$ cat config.mk
export PLATFORM = sky130hd
export DESIGN_NAME = grant_ctrl
export DESIGN_NICKNAME = d
export VERILOG_FILES = /design/src/rtl/grant_ctrl.sv
export SDC_FILE = /design/constraint.sdc
export NUM_CORES = 1
export LEC_CHECK = 0
export ABC_CLOCK_PERIOD_IN_PS = 1640
export CAP_MARGIN = 40
export CELL_PAD_IN_SITES_DETAIL_PLACEMENT = 0
export CELL_PAD_IN_SITES_GLOBAL_PLACEMENT = 2
export CORE_ASPECT_RATIO = 0.75
export CORE_MARGIN = 5
export CORE_UTILIZATION = 37
export CTS_CLUSTER_DIAMETER = 100
export CTS_CLUSTER_SIZE = 28
export DETAILED_ROUTE_END_ITERATION = 16
export DONT_BUFFER_PORTS = 1
export PLACE_DENSITY = 0.81
export SLEW_MARGIN = 20
export SYNTH_ARGS = -nofsm -noshare
export SYNTH_HDL_FRONTEND = slang
export SYNTH_SLANG_ARGS = --single-unit
$ cat constraint.sdc
create_clock -name clk -period 1.64 [get_ports clk]
set_clock_uncertainty 0.1 [all_clocks]
set_input_delay 0.328 -clock clk [delete_from_list [all_inputs] [get_ports clk]]
set_output_delay 0.328 -clock clk [all_outputs]
set_load 0.05 [all_outputs]
$ cat src/rtl/grant_ctrl.sv
`default_nettype none
// ============================================================================
// Module      : grant_ctrl
// Description : Converts the registered encoded request index from the
//               4-input priority encoder into a one-hot grant. The grant is
//               held until ack arrives or a timeout fires. The block also
//               keeps saturating per-channel counts of completed grants.
// Revision    : 1.0 - initial release
// ============================================================================
module grant_ctrl #(
  parameter int TIMEOUT = 15,
  parameter int CNT_W   = 8
) (
  input  logic             clk,
  input  logic             rst,
  input  logic [1:0]       Y,
  input  logic             valid,
  input  logic             ack,
  output logic [3:0]       gnt,
  output logic             busy,
  output logic             timeout,
  output logic [1:0]       last_id,
  input  logic [1:0]       cnt_sel,
  output logic [CNT_W-1:0] cnt_out
);

  // The timer counts 0..TIMEOUT, so it never needs to wrap.
  localparam int TW = $clog2(TIMEOUT + 1);

  // The grant is dropped when the timer reads TIMEOUT-1. The timer reads 0
  // in the first grant cycle, so this is the TIMEOUT-th grant cycle.
  localparam logic [TW-1:0]    C_TMR_LAST = TW'(TIMEOUT - 1);
  localparam logic [TW-1:0]    C_TMR_MAX  = TW'(TIMEOUT);
  localparam logic [CNT_W-1:0] C_CNT_MAX  = '1;

  typedef enum logic [1:0] {
    S_IDLE    = 2'd0,
    S_GRANT   = 2'd1,
    S_RELEASE = 2'd2
  } state_t;

  state_t           r_state;
  logic [3:0]       r_gnt;
  logic             r_busy;
  logic             r_timeout;
  logic [1:0]       r_last_id;
  logic [TW-1:0]    r_timer;
  logic [3:0]       w_onehot;
  logic             w_ack_fire;
  logic [CNT_W-1:0] w_cnt [4];

  // Decode the requested index into its one-hot grant pattern.
  always_comb begin
    w_onehot = 4'b0001 << Y;
  end

  // A grant completes when ack is seen during GRANT. A completed grant
  // always takes priority over an expiring timer.
  assign w_ack_fire = (r_state == S_GRANT) && ack;

  // Main FSM. All outputs are registered alongside the state.
  always_ff @(posedge clk or posedge rst) begin
    if (rst) begin
      r_state   <= S_IDLE;
      r_gnt     <= 4'b0000;
      r_busy    <= 1'b0;
      r_timeout <= 1'b0;
      r_last_id <= 2'd0;
      r_timer   <= '0;
    end else begin
      r_timeout <= 1'b0;
      case (r_state)
        S_IDLE: begin
          if (valid) begin
            r_last_id <= Y;
            r_gnt     <= w_onehot;
            r_timer   <= '0;
            r_busy    <= 1'b1;
            r_state   <= S_GRANT;
          end
        end
        S_GRANT: begin
          if (r_timer != C_TMR_MAX) begin
            r_timer <= r_timer + 1'b1;
          end
          if (ack) begin
            r_gnt   <= 4'b0000;
            r_state <= S_RELEASE;
          end else if (r_timer == C_TMR_LAST) begin
            r_gnt     <= 4'b0000;
            r_timeout <= 1'b1;
            r_state   <= S_RELEASE;
          end
        end
        S_RELEASE: begin
          r_busy  <= 1'b0;
          r_state <= S_IDLE;
        end
        default: begin
          r_gnt   <= 4'b0000;
          r_busy  <= 1'b0;
          r_state <= S_IDLE;
        end
      endcase
    end
  end

  // One saturating completion counter per channel.
  for (genvar i = 0; i < 4; i++) begin : g_cnt
    logic [CNT_W-1:0] r_cnt;

    // Count completed grants for this channel; the counter holds at its maximum.
    always_ff @(posedge clk or posedge rst) begin
      if (rst) begin
        r_cnt <= '0;
      end else if (w_ack_fire && (r_last_id == 2'(i)) && (r_cnt != C_CNT_MAX)) begin
        r_cnt <= r_cnt + 1'b1;
      end
    end

    assign w_cnt[i] = r_cnt;
  end

  assign gnt     = r_gnt;
  assign busy    = r_busy;
  assign timeout = r_timeout;
  assign last_id = r_last_id;
  assign cnt_out = w_cnt[cnt_sel];

endmodule
`default_nettype wire

==> implementation parameters, run 1 <==
Parameter                              Value

Run status
  Failing checks    negative setup slack
  Run status    finished, violations left

Drt
  Starting DRT DRC Count    146
  Ratio of routed vias to standard cells    5.42
  Final routed wirelength across all metal layers    6.77 mm
  Remaining number of nets flagged by the antenna check after routing    0
  Pre-Repair DR Iteration Count    4
  Wire per inst    17.4 um
  Vias post-DR    2,107
  Number of DRC violations after detailed routing    0

CTS
  Clock tree buffer depth    2
  Number of buffers created by CTS    5
  Insertion delay to the later sink of the worst-skew pair    0.30 ns
  Clock sinks    46
  CTS tree    yes
  Clock root cell    clkbuf_8
  CTS clock-pin slew for the worst setup and hold paths    0.09 ns
  CTS H-tree lvls    2

Logic synthesis
  Area share of xor/xnor cells in the synthesized design    0.0388
  Warnings from Yosys    0
  Unique masters post-synth    43
  Register area share after synthesis    0.463
  FFs w/ async S/R, synth    1.00
  Synth Net Count    249
  Multiplexer share of the synthesized area    0.145
  Most frequently used flop master after synthesis    dfrtp_1
  Adder-cell share of the synthesized area    0.0302
  Simple-gate share of the synthesized area    0.224
  Post-synthesis instance total    235
  Number of storage elements in the synthesis netlist    46
  Post-synth EDFFs    0
  Mean cell area of the mapped netlist    10.6 um^2
  Compound-Gate Fraction of Synth Area    0.0730
  Largest family of logic cells by synthesized area    simple AND/OR/NAND/NOR gates
  Area of the mapped netlist    2480 um^2

Timing
  Smallest setup slack after layout    -0.235 ns
  TNS Setup    -2.41 ns
  Max Fclk    533 MHz
  RSZ-0062 raised after global routing    yes
  Final critical delay including setup and external delays    1.87 ns
  Fraction of the cycle the final worst path needs    1.14
  Number of endpoints failing setup at the final stage    23
  Slew Limit Fails    0
  Headroom to the max-slew limit    0.666
  Worst hold margin    0.0162 ns
  Number of hold violations in the final report    0
  Measured slew at the worst slew-check pin    0.502 ns

Pwr
  Overall Power    4.56 mW
  Total power divided by cell area    1280 nW/um^2
  Portion of total power attributed to sequential cells    0.409
  Static leakage power    1.56 nW
  Clock share of power    0.154
  Worst VDD drop    0.000449 V
  Share of power burned in combinational logic    0.438
  Switching power share of the total    0.406
  Internal portion of total power    2.71 mW
  Net switching power    1.85 mW

GRT
  GRT Overall Usage    0.161
  Vias in the first global route    2,078
  Overflow left after global routing    0
  First-pass GRT wire length    10.9 mm
  Antenna violations before repair    0
  Pin count of the biggest net entering global routing    47

Critical path
  Element type at the critical path end    primary output
  Stages on worst setup path    1
  Critical path cell sequence    mux4_2
  Critical setup path kind    reg -> out
  Cell depth of the worst flop-to-flop path    4
  Bufs and invs on worst path    0
  Setup crit start kind    flip-flop
  Worst Path Max Fanout    6
  CP top delay family    multiplexers
  Slowest Stage Delay on Critical Path    0.67 ns
  Arrival time of data at the critical path endpoint    1.45 ns
  Critical path's slowest cell    mux4_2
  Data required time at the worst endpoint    1.21 ns

Floorplan
  Die Wd    105 um
  Initial standard-cell utilization of the core    0.388
  # IOs    24
  Total die area    8470 um^2
  Die height    81.0 um
  Core area    6410 um^2
  Core Rows    25

Flow run
  # Max-Cap Violations    0

Placed design
  Worst slack at placement    -0.130 ns
  Global placement routability congestion    0.800
  Half-perimeter wire length after detailed placement    4.39 mm
  Total of buffers placed on input and output ports    0
  Inst Count DP    349
  Placed standard-cell area    2940 um^2

Finish
  N_diodes    0
  Area growth, synth to finish    42.9%
  Layout Nets    321
  Share of the core filled with cells    0.554
  Final std cell area, no fill    3550 um^2
  Fraction of layout cells with a size suffix above 1    0.487
  Post-route insts no fill    389

Min path
  Number of cells on the worst hold path    1
  Path class of the lowest-slack min-delay path    in -> reg
[layer usage]
metal | wire [um] | GRT usage | vias to the layer above
met5 | 0 | 0 | -
met3 | 393 | 0.0413 | 4
met4 | 27 | 0.0319 | 0
li1 | - | - | 995
met1 | 3300 | 0.234 | 1060
met2 | 3050 | 0.246 | 48
[final cells by class]
type / count / area (um^2)
inverters: 10 / 37.5
fillers: 549 / 2860
multi-input cells: 174 / 1580
repair buffers: 70 / 581
clock inverters: 2 / 13.8
flip-flops and latches: 46 / 1160
well taps: 81 / 101
clock buffers: 6 / 72.6
[cells in the mapped netlist, drive strengths merged, types with 4 or more instances]
library cell | instances | area [um^2]
or3 | 4 | 35.0
nand4 | 7 | 43.8
nor2 | 19 | 73.8
o21ai | 10 | 50.1
dfrtp | 46 | 1150
ha | 6 | 75.1
inv | 10 | 37.5
xor2 | 7 | 61.3
mux4 | 8 | 180
nor3 | 11 | 55.1
nand2b | 4 | 25.0
a21oi | 11 | 55.1
mux2 | 15 | 169
nand3 | 11 | 55.1
nand2 | 28 | 105
xnor2 | 4 | 35.0
and3 | 4 | 25.0
[what timing repair did]
action	CTS	global route
setup endpoints to repair	25	40
gates resized for setup	30	35
pin swaps	10	11
hold buffers	2	0
endpoints found under the hold margin	47	0
buffers inserted	25	8
[sequential cells by signal, summed over array words and instances, names as in the netlist]
signal and flops:
g_cnt.r_cnt 32, last_id 2, r_state 2, r_timer 4
gnt 4, timeout 1, busy 1
[worst paths after layout]
path | slack (ns) | to | startpoint
worst max-delay path | -0.23 | cnt_out[2] | g_cnt[2].r_cnt[2]
worst min-delay path | 0.02 | gnt[2] | Y[0]
worst max register to register | -0.17 | g_cnt[0].r_cnt[5] | r_state[1]
worst min register to register | 0.44 | g_cnt[3].r_cnt[0] | g_cnt[3].r_cnt[0]
max in group asynchronous | 0.78 | g_cnt[1].r_cnt[3] | rst
min in group asynchronous | 0.42 | gnt[2] | rst
[cells by family (layout without fill, tap and decap cells)]
kind of cell               after synthesis  in the layout
and+or+nand+nor                        102            102
DFF                                     46             46
adders and majority gates                6              6
xor gates and xnor gates                11             11
muxes                                   24             24
buffers and inverters                   15             88
AOI/OAI and AO/OA                       31             31
[power by group through the flow]
stage	Clock (mW)	Combinational (mW)	Sequential [mW]
after detailed placement	0	1.49	1.85
after global routing	0.784	2.16	1.90
final	0.701	2.00	1.86
after CTS	0.721	1.74	1.83
after floorplan	0	0.907	1.89
after global placement	0	1.47	1.84
[layout by cell type (no fill, tap or decap), types with 3 or more instances in the layout]
cell type	netlist	layout
clkbuf_8	0	5
nor3_1	11	4
mux2_2	14	4
xnor2_1	4	4
buf_4	2	57
mux4_2	8	8
nand2_1	28	26
buf_6	0	10
o21ai_0	10	9
mux2_4	0	11
inv_1	10	9
a21oi_1	11	10
nand3_2	0	3
dfrtp_1	46	38
or3_4	2	3
nor2_4	0	9
nor2_1	18	8
nor3_4	0	5
xor2_1	7	7
nand3_1	11	6
nand4_1	7	7
and3_1	4	4
a31oi_1	3	3
dfrtp_2	0	8
ha_1	6	4
Note: power is estimated with default switching activity, not from simulation.
==> run 2, diff against run 1 <==
--- a/config.mk
+++ b/config.mk
@@ -16,7 +16,7 @@
 export CTS_CLUSTER_SIZE = 28
 export DETAILED_ROUTE_END_ITERATION = 16
 export DONT_BUFFER_PORTS = 1
-export PLACE_DENSITY = 0.81
+export PLACE_DENSITY = 0.87
 export SLEW_MARGIN = 20
 export SYNTH_ARGS = -nofsm -noshare
 export SYNTH_HDL_FRONTEND = slang
==> implementation parameters, run 2 (same netlist as run 1, synthesis figures left out) <==
Parameter                              Value

CTS
  Clock sinks    46
  Insertion delay to the later sink of the worst-skew pair    0.29 ns
  Clock root cell    clkbuf_8
  Clock tree buffer depth    2
  CTS clock-pin slew for the worst setup and hold paths    0.09 ns
  CTS tree    yes
  CTS H-tree lvls    2
  Number of buffers created by CTS    5

Critical path
  Critical setup path kind    reg -> out
  Cell depth of the worst flop-to-flop path    4
  Arrival time of data at the critical path endpoint    1.43 ns
  Setup crit start kind    flip-flop
  Data required time at the worst endpoint    1.21 ns
  Worst Path Max Fanout    2
  Element type at the critical path end    primary output

Pwr
  Static leakage power    1.52 nW
  Total power divided by cell area    1290 nW/um^2
  Overall Power    4.49 mW
  Worst VDD drop    0.000450 V

Timing
  Slew Limit Fails    0
  Smallest setup slack after layout    -0.219 ns
  Measured slew at the worst slew-check pin    0.506 ns
  Worst hold margin    0.0320 ns
  Final critical delay including setup and external delays    1.86 ns
  TNS Setup    -2.64 ns
  Headroom to the max-slew limit    0.663
  Max Fclk    538 MHz
  Number of endpoints failing setup at the final stage    22
  RSZ-0062 raised after global routing    yes
  Fraction of the cycle the final worst path needs    1.13
  Number of hold violations in the final report    0

Drt
  Wire per inst    17.2 um
  Vias post-DR    2,074
  Pre-Repair DR Iteration Count    4
  Starting DRT DRC Count    134
  Number of DRC violations after detailed routing    0
  Ratio of routed vias to standard cells    5.40
  Remaining number of nets flagged by the antenna check after routing    0
  Final routed wirelength across all metal layers    6.59 mm

Floorplan
  Total die area    8470 um^2
  Initial standard-cell utilization of the core    0.388
  Core area    6410 um^2
  Die Wd    105 um
  Die height    81.0 um
  # IOs    24
  Core Rows    25

Finish
  Most frequent cells in the layout    buf_4 (51), dfrtp_1 (38), nand2_1 (27)
  Fraction of layout cells with a size suffix above 1    0.462
  Commonest non-fill, non-tap cell in the layout    buf_4
  N_diodes    0
  Area growth, synth to finish    40.2%
  Register ranked first by flip-flop count    g_cnt.r_cnt
  Layout Nets    316
  Final std cell area, no fill    3480 um^2
  Max FFs per register    32

Placed design
  Half-perimeter wire length after detailed placement    4.31 mm
  Global placement routability congestion    0.762
  Total of buffers placed on input and output ports    0
  Placed standard-cell area    2890 um^2

Min path
  Number of cells on the worst hold path    1
  Path class of the lowest-slack min-delay path    in -> reg

GRT
  First-pass GRT wire length    10.5 mm
  Antenna violations before repair    0
  GRT Overall Usage    0.157
  Pin count of the biggest net entering global routing    47
  Overflow left after global routing    0
  Vias in the first global route    1,969

Run status
  Run status    finished, violations left
  Failing checks    negative setup slack

Flow run
  # Max-Cap Violations    0
[run 2: what timing repair did]
item,in CTS,in global routing
hold endpoints to repair,47,0
gates resized for setup,31,27
buffers inserted,23,11
pin swaps,10,13
hold buffers,2,0
endpoints found under the setup margin,24,39
gates cloned,0,0
[run 2: path summary, 6_finish.rpt]
path                                      to         startpoint  slack [ns]
min in group asynchronous  g_cnt[0].r_cnt[7]                rst        0.41
max in group asynchronous  g_cnt[1].r_cnt[7]                rst        0.77
min reg2reg                g_cnt[3].r_cnt[0]  g_cnt[3].r_cnt[0]        0.44
max reg2reg                g_cnt[0].r_cnt[6]         last_id[1]       -0.15
max                               cnt_out[0]  g_cnt[0].r_cnt[0]       -0.22
min                                   gnt[2]               Y[0]        0.03
[run 2: report_power, final]
part / total [mW] / leakage (nW) / internal, mW / switching (mW)
Combinational: 1.81 / 0.882 / 0.882 / 0.926
Clock: 0.849 / 0.0524 / 0.457 / 0.392
Sequential: 1.83 / 0.586 / 1.40 / 0.434
Total: 4.49 / 1.52 / 2.74 / 1.75
[run 2: metrics by stage]
| step | util | setup WS [ns] | cells |
|---|---|---|---|
| after floorplan | - | -0.226 | 235 |
| after global placement | 0.451 | -0.129 | 342 |
| after detailed placement | 0.451 | -0.160 | 342 |
| after CTS | 0.517 | -0.234 | 375 |
| after global routing | 0.543 | -0.264 | 384 |
| final | 0.543 | -0.219 | 384 |
[run 2: critical path, cell delays in order (launching register included)]
cell and delay [ns]:
dfrtp_1 0.40, buf_6 0.12, mux4_2 0.62
[run 2: final cells by class]
cell class                 instances  area (um^2)
timing repair buffer              65          547
inverter                          10         37.5
tap                               81          101
multi-input combinational        174         1530
sequential                        46         1160
clock inverter                     1         30.0
clock buffer                       7         76.3
fill                             528         2930
[run 2: layer usage]
layer	track usage	vias to the layer above	routed length, um
li1	-	982	-
met1	0.220	1051	3070
met2	0.252	39	3090
met3	0.0389	2	393
met4	0.0307	0	27
met5	0	-	0
